==> src/rtl/cdc_pkg.sv <==
// Shared types and helpers for the MCP clock-domain-crossing blocks.
// Contents: transmit FSM state enum, channel-id width helper, minimum synchroniser depth.
package cdc_pkg;

    typedef enum logic [0:0] {
        IDLE     = 1'b0,
        WAIT_ACK = 1'b1
    } tx_state_e;

    localparam int unsigned MIN_SYNC_STAGES = 2;

    // Channel-id width: max(1, clog2(n)), so a single channel still has a 1-bit id.
    function automatic int unsigned ch_w(input int unsigned n);
        return (n <= 1) ? 1 : $clog2(n);
    endfunction

endpackage

==> src/rtl/cdc_sync_bit.sv <==
// Multi-stage single-bit synchroniser with asynchronous active-low reset.
// Ports: CLK_I destination clock, RST_NI async reset, D_I asynchronous input,
//        Q_O synchronised output (last stage).
module cdc_sync_bit
    import cdc_pkg::*;
#(
    parameter int unsigned STAGES = MIN_SYNC_STAGES
) (
    input  logic CLK_I,
    input  logic RST_NI,
    input  logic D_I,
    output logic Q_O
);

    logic [STAGES-1:0] sync_q;

    // Shift chain: stage 0 may go metastable, later stages resolve it.
    always_ff @(posedge CLK_I or negedge RST_NI) begin
        if (!RST_NI) begin
            sync_q <= '0;
        end else begin
            sync_q <= {sync_q[STAGES-2:0], D_I};
        end
    end

    assign Q_O = sync_q[STAGES-1];

endmodule

==> src/rtl/cdc_mcp_tx_arb.sv <==
// Transmit side of a multi-channel MCP crossing with toggle acknowledge.
// Arbitrates NUM_CH valid/ready producers round-robin, holds the winning word
// stable on MCP_DATA_O/MCP_CH_O, flips MCP_TOGGLE_O and waits for the
// synchronised MCP_ACK_I to match before accepting the next word.
// Ports: CLK_I, RST_NI (async, active-low); DATA_I/VALID_I/READY_O producer side;
//        MCP_DATA_O/MCP_CH_O/MCP_TOGGLE_O/MCP_ACK_I crossing side;
//        BUSY_O transfer pending, XFER_CNT_O completed transfers, ERR_O sticky spurious-ack flag.
module cdc_mcp_tx_arb
    import cdc_pkg::*;
#(
    parameter  int unsigned WIDTH       = 8,
    parameter  int unsigned NUM_CH      = 4,
    parameter  int unsigned SYNC_STAGES = 2,
    parameter  int unsigned CNT_W       = 16,
    localparam int unsigned CH_W        = ch_w(NUM_CH)
) (
    input  logic                    CLK_I,
    input  logic                    RST_NI,
    input  logic [NUM_CH*WIDTH-1:0] DATA_I,
    input  logic [NUM_CH-1:0]       VALID_I,
    output logic [NUM_CH-1:0]       READY_O,
    output logic [WIDTH-1:0]        MCP_DATA_O,
    output logic [CH_W-1:0]         MCP_CH_O,
    output logic                    MCP_TOGGLE_O,
    input  logic                    MCP_ACK_I,
    output logic                    BUSY_O,
    output logic [CNT_W-1:0]        XFER_CNT_O,
    output logic                    ERR_O
);

    tx_state_e        state_q, state_d;
    logic [WIDTH-1:0] data_q, data_d;
    logic [CH_W-1:0]  ch_q, ch_d;
    logic [CH_W-1:0]  last_q, last_d;
    logic             tog_q, tog_d;
    logic             busy_q, busy_d;
    logic             err_q, err_d;
    logic [CNT_W-1:0] cnt_q, cnt_d;
    logic             ack_s;
    logic [CH_W:0]    pick;
    logic [NUM_CH-1:0] ready_c;

    // Round-robin search starting one past the last winner; returns {found, grant}.
    function automatic logic [CH_W:0] rr_pick(input logic [NUM_CH-1:0] valid,
                                              input logic [CH_W-1:0]   last);
        logic            found;
        logic [CH_W-1:0] grant;
        logic [CH_W-1:0] cand;
        found = 1'b0;
        grant = '0;
        for (int unsigned i = 1; i <= NUM_CH; i++) begin
            cand = CH_W'((32'(last) + i) % NUM_CH);
            if (!found && valid[cand]) begin
                found = 1'b1;
                grant = cand;
            end
        end
        return {found, grant};
    endfunction

    cdc_sync_bit #(
        .STAGES (SYNC_STAGES)
    ) u_ack_sync (
        .CLK_I  (CLK_I),
        .RST_NI (RST_NI),
        .D_I    (MCP_ACK_I),
        .Q_O    (ack_s)
    );

    // Next-state and combinational ready.
    always_comb begin
        state_d = state_q;
        data_d  = data_q;
        ch_d    = ch_q;
        last_d  = last_q;
        tog_d   = tog_q;
        busy_d  = busy_q;
        cnt_d   = cnt_q;
        err_d   = err_q;
        ready_c = '0;
        pick    = rr_pick(VALID_I, last_q);

        unique case (state_q)
            IDLE: begin
                // Receiver must not toggle ack while nothing is outstanding.
                if (ack_s != tog_q) begin
                    err_d = 1'b1;
                end
                if (pick[CH_W]) begin
                    ready_c[pick[CH_W-1:0]] = 1'b1;
                    data_d  = DATA_I[32'(pick[CH_W-1:0])*WIDTH +: WIDTH];
                    ch_d    = pick[CH_W-1:0];
                    last_d  = pick[CH_W-1:0];
                    tog_d   = ~tog_q;
                    busy_d  = 1'b1;
                    state_d = WAIT_ACK;
                end
            end
            WAIT_ACK: begin
                if (ack_s == tog_q) begin
                    state_d = IDLE;
                    busy_d  = 1'b0;
                    cnt_d   = cnt_q + CNT_W'(1);
                end
            end
            default: state_d = IDLE;
        endcase
    end

    // State and output registers.
    always_ff @(posedge CLK_I or negedge RST_NI) begin
        if (!RST_NI) begin
            state_q <= IDLE;
            data_q  <= '0;
            ch_q    <= '0;
            last_q  <= CH_W'(NUM_CH - 1);
            tog_q   <= 1'b0;
            busy_q  <= 1'b0;
            cnt_q   <= '0;
            err_q   <= 1'b0;
        end else begin
            state_q <= state_d;
            data_q  <= data_d;
            ch_q    <= ch_d;
            last_q  <= last_d;
            tog_q   <= tog_d;
            busy_q  <= busy_d;
            cnt_q   <= cnt_d;
            err_q   <= err_d;
        end
    end

    assign READY_O      = ready_c;
    assign MCP_DATA_O   = data_q;
    assign MCP_CH_O     = ch_q;
    assign MCP_TOGGLE_O = tog_q;
    assign BUSY_O       = busy_q;
    assign XFER_CNT_O   = cnt_q;
    assign ERR_O        = err_q;

endmodule

==> config.mk <==
export PLATFORM = sky130hd
export DESIGN_NAME = cdc_mcp_tx_arb
export DESIGN_NICKNAME = d
export VERILOG_FILES = /design/src/rtl/cdc_pkg.sv /design/src/rtl/cdc_sync_bit.sv /design/src/rtl/cdc_mcp_tx_arb.sv
export SDC_FILE = /design/constraint.sdc
export NUM_CORES = 1
export LEC_CHECK = 0
export CORE_UTILIZATION = 38
export CTS_CLUSTER_DIAMETER = 50
export DETAILED_ROUTE_END_ITERATION = 8
export HOLD_SLACK_MARGIN = 0.15
export MAX_ROUTING_LAYER = met4
export PLACE_DENSITY = 0.76
export SYNTH_ARGS = -nofsm -noshare
export SYNTH_HDL_FRONTEND = slang
export SYNTH_SLANG_ARGS = --single-unit
export TNS_END_PERCENT = 30
==> constraint.sdc <==
create_clock -name CLK_I -period 1.6 [get_ports CLK_I]
set_input_delay 0.32 -clock CLK_I [delete_from_list [all_inputs] [get_ports CLK_I]]
set_output_delay 0.32 -clock CLK_I [all_outputs]
set_load 0.03 [all_outputs]
* Yosys cells after proc, flatten, opt, wreduce, memory -nomap -nowiden *
Index checks and enable logic that the tools add are counted.

word-level totals
  output and inout bits = 33
  memory bits (read-only) = 0
  bits in latches = 0
  flip-flop bits (word level) = 34
  memory bits (writable) = 0
  input bits = 39
  memories = 0

operators by class
  div/mod/pow operators = 0
  add/subtract/negate cells = 5
  muxes and demuxes = 26
  multipliers = 0
  magnitude comparators = 6
  reductions and logical operators = 11
  bitwise gates (word level) = 2
  shifts and indexed selects = 1
  eq/ne operators = 4

operators by type and width
  operator                 number
  $shiftx A32 B6 Y8        1
  $add A16 B1 Y16 const B  1
  $lt A2 B3 Y1 const B     5
  $mux W1                  13
  $bmux W1 S2              4
  $mux W2                  4
  $mux W4                  2
  $reduce_and A2 Y1        4
  $add A2 B1 Y2 const B    2
  $add A2 B2 Y2 const B    2
  $logic_and A1 B1 Y1      4
  $pmux W1 S2              2
  $logic_not A1 Y1         3
  $demux W1 S2             1
  $ge A2 B1 Y1 const B     1
  $ne A2 B1 Y1 const B     1
  $ne A2 B2 Y1 const B     1
  $not A1 Y1               2
  $eq A1 B1 Y1             1
  $ne A1 B1 Y1             1

* Longest topological paths before layout *
Gate-level depths: netlist of run 1.

  depth in word-level cells = 19
  depth in mapped cells = 6
  depth with buffers taken out = 5

* Cells and area by module *
Synthesis of run 1 repeated with hierarchy kept, for this count alone.

unflattened totals
  cell total of the unflattened synthesis = 153
  area, all modules = 1659.1 um2

by module, submodules not included
  module          seq. area each (um2)  times used  cells an instance  area an instance (um2)
  cdc_mcp_tx_arb  803.3                 1           151                1609.0
  cdc_sync_bit    50.0                  1           2                  50.0

* Worst setup path before layout of run 1 *
Ideal clock, no wire load.

  kind = register to output
  start point = register last_q[0]
  end point = output port READY_O[0]
  setup slack = -0.435 ns
  arrival = 1.715 ns
  stages on the path, launching flop included = 7
  data required time = 1.280 ns
  buffers on the path = 1
  path through = dfstp_2 nand2b_1 o21ai_2 a211oi_2 buf_4 inv_1 nor2_1

between the ends
  cells in the longest elaborated chain, start to end = 19

RTL lines
  element                                                                    line                   text
  start: declaration                                                         cdc_mcp_tx_arb.sv:34   logic [CH_W-1:0] last_q, last_d;
  start signal: assignment                                                   cdc_mcp_tx_arb.sv:116  last_q <= CH_W'(NUM_CH - 1);
  start signal: assignment                                                   cdc_mcp_tx_arb.sv:125  last_q <= last_d;
  $add A2 B1 Y2                                                              cdc_mcp_tx_arb.sv:52   cand = CH_W'((32'(last) + i) % NUM_CH);
  $bmux W1 S2                                                                cdc_mcp_tx_arb.sv:53   if (!found && valid[cand]) begin
  $mux W1 (implied by the code)                                              cdc_mcp_tx_arb.sv:53
  $mux W1                                                                    cdc_mcp_tx_arb.sv:53
  $logic_not A1 Y1                                                           cdc_mcp_tx_arb.sv:53
  $logic_and A1 B1 Y1                                                        cdc_mcp_tx_arb.sv:53
  $mux W1                                                                    cdc_mcp_tx_arb.sv:53
  $logic_not A1 Y1                                                           cdc_mcp_tx_arb.sv:53
  (+3 left out)                                                              --
  $logic_and A1 B1 Y1                                                        cdc_mcp_tx_arb.sv:53
  $mux W2                                                                    cdc_mcp_tx_arb.sv:53
  $lt A2 B3 Y1 (implied by the code) / $ge A2 B1 Y1 (equally long branches)  cdc_mcp_tx_arb.sv:90   ready_c[pick[CH_W-1:0]] = 1'b1;
  $logic_and A1 B1 Y1 (implied by the code)                                  cdc_mcp_tx_arb.sv:90
  $mux W1 (implied by the code)                                              cdc_mcp_tx_arb.sv:90
  $demux W1 S2                                                               cdc_mcp_tx_arb.sv:90
  $mux W4 *                                                                  cdc_mcp_tx_arb.sv:89   if (pick[CH_W]) begin
  $mux W4 *                                                                  cdc_mcp_tx_arb.sv:83   unique case (state_q)
  end: declaration                                                           cdc_mcp_tx_arb.sv:21   output logic [NUM_CH-1:0] READY_O,

Every way passes the cells marked *; elsewhere a longest branch is shown, timed or not. The select of a mux whose other input is x is not followed.

* Worst setup path in the final report of run 1 *
  start point = register last_q[0]
  end point = output port READY_O[2]

Same word-level chain as after synthesis.

==> metrics.md, run 1 <==
| Metric | Value |
|---|---|
| Status | finished with violations |
| Failing checks | setup timing |
| Tmin final | roughly 2000 ps |
| Syn-to-layout area delta | 66.4% |
| Vias/cell | about 5.0 |
| Final Hold Fails | 0 |
| WHS | about 350 ps |
| Crit end category | output pin |
| Post-synth cell types | 32 |
| Final wirelength | between 4 and 5 mm |
| Mean Syn Cell Area | ~11 µm² |
| I/O pins | between 70 and 80 |
| Synth warn | 0 |
| Post-synthesis sequential area ratio | 0.506 |
| Top-count cell post-synth | dfrtp_1 |
| Nets@finish | ~280 |
| Antenna cell count | 0 |
| CTS tree | yes |
| Chip width | just under 70 µm |
| Finish-stage setup viols | 13 |
| Slew Limit Fails | 0 |
| Cell Area, Synth | roughly 0.0017 mm² |
| Clock slew at reported path FFs | around 70 ps |
| Top cells by count, synth | dfrtp_1, nand2_1, mux2i_1 |
| First-pass DRT Iterations | 4 |
| Vias | roughly 1.5k |
| Fmax | 0.489 GHz |
| Clock sinks | 34 |
| Critical Path Start Type | register |
| # hold bufs at CTS | 0 |
| Min-Delay Path Class | reg2reg |
| Rel. slew slack | 0.765 |
| Die ar. | 0.00471 mm² |
| Max_cap viols | 0 |
| GP Congestion | around 0.79 |
| Worst Skew | between 6 and 7 ps |
| CTS max path bufs | 2 |
| Setup slack, reg-to-reg | -330 ps |
| Reg2reg start | last_q[0] |
| Hold Crit Start | u_ack_sync.sync_q[0] |
| First-pass GRT wire length | 6.62 mm |
| H-tree depth | 2 |
| Vias in the first global route | about 1.4k |
| Chip height | just under 70 µm |
| Final period util | 1.28 |
| Detailed-route wire length per cell | between 15 and 20 µm |
| Setup ws final | -444 ps |
| Ys flop type | dfrtp_1 |
| Cells after Synth | between 150 and 200 |
| Initial drt markers | 65 |
| Worst-Margin Slew | 349 ps |
| Fill cells | 324 |
| Remaining antenna violation count | 0 |
| Later-pin clock latency in the skew report | between 200 and 300 ps |
| Pleak | 1.29 nW |
| Hold Path Stages | 0 |
| Core area | between 0.004 and 0.005 mm² |
| Pin count of the biggest net entering global routing | 35 |
| Synth top area cells | dfrtp_1, mux2i_1, xnor2_1, o221ai_2, nand2_1 |
| Count of state elements after synthesis | 34 |
| Synth top area share | 0.475 |
| Yosys top cell by area | dfrtp_1 |
| TritonCTS Buffers | 5 |
| Worst path required time | around 1300 ps |
| Layout cells sized above 1 | 0.279 |
| Tot Pwr | between 0.004 and 0.005 W |
| Worst EP arrival | ~1700 ps |
| PwrDens | between 1500 and 2000 mW/mm² |
| Clock Tree Root | clkbuf_8 |
| Hpwl dp | around 3.1 mm |
| Max FO, Critical Path | 7 |
| Congestion Overflow GR | 0 |
| VDD IR max | 0.848 mV |
| Port bufs | just over 70 |
| Crit path kind | reg2out |
| Site row count | 23 |
| Residual DRC | 0 |
| Global Route Usage Sum | 0.208 |
| RSZ-0062 raised after global routing | yes |
| Reg2Reg Depth | 8 |
| Hold Path End | u_ack_sync.sync_q[1] |
| Net Count, Synth | 191 |
| EDFF count, synth | 0 |
| FF-to-FF End | MCP_DATA_O[2] |
| Post-synth ARST share | 1.00 |
| Initial antenna violation count | 0 |
| Initial Util | 0.410 |
## per-stage QoR
stage               std cells  TNS [ps]  cell area (µm²)  utilization  setup slack [ps]
floorplan                 151      -990             1730            -              -151
global placement          282     -7350             2600        0.631              -532
detailed placement        282     -8290             2600        0.631              -544
CTS                       294     -3690             2780        0.675              -451
global route              294     -5140             2800        0.681              -529
finish                    294     -3780             2800        0.681              -444
## cell families (layout without fill, tap and decap cells)
logic type,Yosys count,count (layout),synth area share
buf+inv,10,103,0.0327
flops,34,34,0.506
mux,17,17,0.102
fa+ha+maj,1,1,0.00742
simple gates,53,53,0.148
compound gates,18,18,0.105
xor+xnor,18,18,0.0980
## state kept, by name (all words and copies together) (netlist names)
| register | flops |
|---|---|
| last_q | 2 |
| MCP_TOGGLE_O | 1 |
| MCP_DATA_O | 8 |
| ERR_O | 1 |
| MCP_CH_O | 2 |
| XFER_CNT_O | 16 |
| BUSY_O | 1 |
| state_q | 1 |
| u_ack_sync.sync_q | 2 |
## area by class of cell
type / instances / area (µm²) / area share
Tap cell: 50 / 62.6 / 0.0223
Inverter: 5 / 23.8 / 0.00848
Clock buffer: 5 / 68.8 / 0.0245
Sequential cell: 34 / 853 / 0.304
Timing Repair Buffer: 90 / 852 / 0.304
Multi-Input combinational cell: 107 / 903 / 0.322
Clock inverter: 3 / 40.0 / 0.0143
## layout by cell type (no fill, tap or decap), drive strengths merged, types with 4 or more instances in the layout
cell,n
dfrtp,32
nor2,12
a21oi,4
nand2b,4
clkbuf,5
clkdlybuf4s50,36
inv,5
xor2,5
xnor2,13
dlygate4sd2,31
nand2,18
buf,23
mux2i,16
o221ai,8
nand3,8
## power by group
group | switching [W] | internal (W) | leakage [nW]
Clock | 0.000310 | 0.000458 | 0.0579
Combinational | 0.00142 | 0.00116 | 0.815
Sequential | 0.000205 | 0.00115 | 0.422
## critical path: stages, from the launching register on
cell	delay, ps
dfstp_2	550
nand2b_4	140
o21ai_4	70
a211oi_4	260
buf_12	170
inv_6	40
nor2_4	70
buf_6	130
## how the worst max path moves through the flow
stage                          start         end  cells after the start  slack [ps]
after global placement    VALID_I[3]  READY_O[2]                      8        -530
final                      last_q[0]  READY_O[2]                      7        -440
after floorplan            last_q[0]  READY_O[0]                      6        -150
after CTS                  last_q[0]  READY_O[0]                      7        -450
after detailed placement  VALID_I[1]  READY_O[0]                      6        -540
after global routing       last_q[0]  READY_O[2]                      7        -530
## what timing repair did
item	CTS	global route
endpoints found under the setup margin	45	20
setup buffers	4	0
pin swaps	5	3
resized for setup	51	5
gates cloned	0	0
## routing by layer
layer	vias to the layer above	track usage	share of wire
li1	713	-	-
met1	670	0.248	0.42
met2	67	0.335	0.45
met3	6	0.0625	0.11
met4	0	0.0703	0.013
met5	-	-	0
Note: power is estimated with default switching activity, not from simulation.
==> run 2: changes to the inputs <==
ABC_AREA = 0   (was default)
CORE_ASPECT_RATIO = 0.75   (was default)
==> run 2 against run 1 <==
Effect of this change:
- the flow still finishes with violations (setup timing)
- first-iteration DRC count down 37%
- global-route usage down 0.97 points
- utilization down 2.8 points
- clock power down 17%
- maximum frequency down 1.6%
- non-clock buffer count down 3
- wire length down 9.4%
- critical path type unchanged
- highest routed layer unchanged
==> metrics.md, run 2 (synthesis results as in run 1) <==
| Metric | Value |
|---|---|
| Chip width | 78.9 µm (+15%) |
| GP Congestion | 0.749 (-5.4%) |
| Slowest stage cell, crit path | dfstp_2 |
| Layout cells sized above 1 | 0.228 (-0.0505) |
| Sw Share | 0.420 (+0.00876) |
| Most common cell after layout, fill and taps aside | clkdlybuf4s50_1 |
| Min-Delay Path Class | reg2reg |
| Logic gate share of total power | 0.545 (-0.004) |
| Critical Path Start Type | register |
| Port bufs | 71 (unchanged) |
| Seq pwr share | 0.311 (+0.023) |
| Detailed-route wire length per cell | 13.6 µm (-10%) |
| Crit path top cell by count | buf_6 |
| Fmax | 0.481 GHz (-1.6%) |
| First-pass GRT wire length | 6.61 mm (-0.21%) |
| Initial drt markers | 41 (-37%) |
| Crit path kind | reg2out |
| FF-to-FF End | MCP_DATA_O[1] |
| Max_cap viols | 0 (unchanged) |
| Crit end category | output pin |
| CTS tree | yes |
| Clock Tree Root | clkbuf_8 |
| Finish-stage setup viols | 13 (unchanged) |
| Initial Util | 0.406 (-0.00382) |
| Internal power | 0.00257 W (-7.1%) |
| Critical path's top delay family | flip-flops |
| Commonest non-fill, non-tap cells in the layout | clkdlybuf4s50_1, dlygate4sd2_1, dfrtp_1 |
| CTS max path bufs | 2 (unchanged) |
| Worst-Margin Slew | 386 ps (+36.4 ps) |
| Remaining antenna violation count | 0 (unchanged) |
| Reg2Reg Depth | 8 (unchanged) |
| Hold Path Stages | 0 (unchanged) |
| Hold Crit Start | u_ack_sync.sync_q[0] |
| Status | finished with violations |
| Failing checks | setup timing |
| Congestion Overflow GR | 0 (unchanged) |
| Final wirelength | 4.01 mm (-9.4%) |
| I/O pins | 72 (unchanged) |
| WHS | 349 ps (-4.43 ps) |
| Instance area after placement | 0.00259 mm² (-0.34%) |
| TritonCTS Buffers | 5 (unchanged) |
| # hold bufs at CTS | 0 (unchanged) |
| Worst EP arrival | 1760 ps (+40 ps) |
| Nets@finish | 280 (-1.1%) |
| Setup ws final | -477 ps (-32.9 ps) |
| Vias/cell | 4.85 (-2.0%) |
| Slew Limit Fails | 0 (unchanged) |
| Syn-to-layout area delta | 61.0% |
| RSZ-0062 raised after global routing | yes |
| Placed Cells | 286 (+1.4%) |
| H-tree depth | 2 (unchanged) |
| Max FFs per register | 16 (unchanged) |
| Core area | 0.00415 mm² (+0.94%) |
| PwrDens | 1640 mW/mm² (-2.5%) |
| Tmin final | 2080 ps (+32.9 ps) |
| Vias | 1,436 (-1.4%) |
| Initial antenna violation count | 0 (unchanged) |
| Die ar. | 0.00471 mm² (about the same) |
| Worst path required time | 1280 ps (about the same) |
| Pleak | 1.28 nW (-1.2%) |
| Final period util | 1.30 (+0.0206) |
| Final Cell Area | 0.00271 mm² (-3.3%) |
| First-pass DRT Iterations | 4 (unchanged) |
| Final Hold Fails | 0 (unchanged) |
| Hold Path End | u_ack_sync.sync_q[1] |
| Vias in the first global route | 1,377 (-0.72%) |
| Non-filler instance count after layout | 296 (+0.68%) |
| VDD IR max | 0.777 mV (-8.3%) |
| Antenna cell count | 0 (unchanged) |
| Fill cells | 367 (+13%) |
| Global Route Usage Sum | 0.198 (-0.00972) |
| Worst Skew | 1.56 ps (-4.70 ps) |
| Residual DRC | 0 (unchanged) |
| Net Switching | 0.00186 W (-3.7%) |
| Clock sinks | 34 (unchanged) |
| Site row count | 20 (-13%) |
| Critical path's largest stage delay | 540 ps (about the same) |
| Clk pwr share | 0.144 (-0.019) |
| Hpwl dp | 2.99 mm (-4.5%) |
| Setup slack, reg-to-reg | -420 ps (-90 ps) |
| Worst Path Buf+Inv | 3 (unchanged) |
| Max FO, Critical Path | 3 (-4) |
| Reg2reg start | last_q[0] |
| Later-pin clock latency in the skew report | 290 ps (about the same) |
| Rel. slew slack | 0.740 (-0.0245) |
| CP cell instances | nand2b_4 -> o21ai_2 -> a211oi_4 -> buf_6 -> buf_12 -> nor2_2 -> buf_6 |
| Chip height | 59.7 µm (-13%) |
| Pin count of the biggest net entering global routing | 35 (unchanged) |
| Clock slew at reported path FFs | 60 ps (about the same) |
| Setup TNS | -4390 ps (-613 ps) |
[run 2: cell count changes in the layout (fill, tap and decap cells not counted), moves of 2 or more]
cell,before,now
dlygate4sd2_1,31,33
buf_4,15,13
clkdlybuf4s50_1,36,34
mux2i_4,2,0
mux2i_2,6,2
mux2i_1,8,14
[run 2: worst max-delay path by stage]
stage,depth (start not counted),endpoint,startpoint
after floorplan,6,READY_O[0],last_q[0]
after global placement,8,READY_O[1],VALID_I[1]
after detailed placement,8,READY_O[1],VALID_I[1]
after CTS,7,READY_O[3],last_q[0]
after global routing,7,READY_O[3],last_q[0]
final,7,READY_O[3],last_q[0]
[run 2: what timing repair did]
action | 4_1_cts | 5_1_grt
buffers inserted | 2 | 0
pin swaps | 1 | 2
resized for setup | 55 | 5
endpoints found under the setup margin | 47 | 21
[run 2: cell type report]
| cell class | count | area (µm²) | area share |
|---|---|---|---|
| Sequential cell | 34 | 855 | 0.315 |
| Multi-Input combinational cell | 107 | 853 | 0.315 |
| Timing Repair Buffer | 87 | 823 | 0.304 |
| Clock buffer | 7 | 86.3 | 0.0318 |
| Tap cell | 55 | 68.8 | 0.0254 |
| Inverter | 5 | 21.3 | 0.00784 |
| Clock inverter | 1 | 5.00 | 0.00185 |
[run 2: stage by stage]
step | total power [W] | utilization | setup slack, ps
4_1_cts | 0.00443 | 0.647 | -488
6_report | 0.00444 | 0.653 | -477
5_1_grt | 0.00475 | 0.653 | -554
2_1_floorplan | 0.00290 | - | -151
3_5_place_dp | 0.00385 | 0.623 | -968
3_3_place_gp | 0.00381 | 0.623 | -934
[run 2: power by group through the flow]
stage,clock network (W),logic (W),registers (W)
finish,0.000641,0.00242,0.00138
global route,0.000718,0.00260,0.00143
CTS,0.000657,0.00240,0.00137
detailed placement,0,0.00246,0.00139
global placement,0,0.00243,0.00138
floorplan,0,0.00109,0.00181
[run 2: routing by layer]
| metal | part of all wire | track usage | wire length, µm |
|---|---|---|---|
| met1 | 0.48 | 0.264 | 1910 |
| met2 | 0.43 | 0.273 | 1740 |
| met3 | 0.072 | 0.0687 | 289 |
| met4 | 0.018 | 0.0857 | 72 |
| met5 | 0 | - | 0 |
[run 2: worst reg2reg max path: cells and delay by family (launching register included)]
family / cells / cell delay (ps)
compound gates: 3 / 510
buf+inv: 3 / 460
flops: 1 / 540
mux: 1 / 260
simple gates: 1 / 120
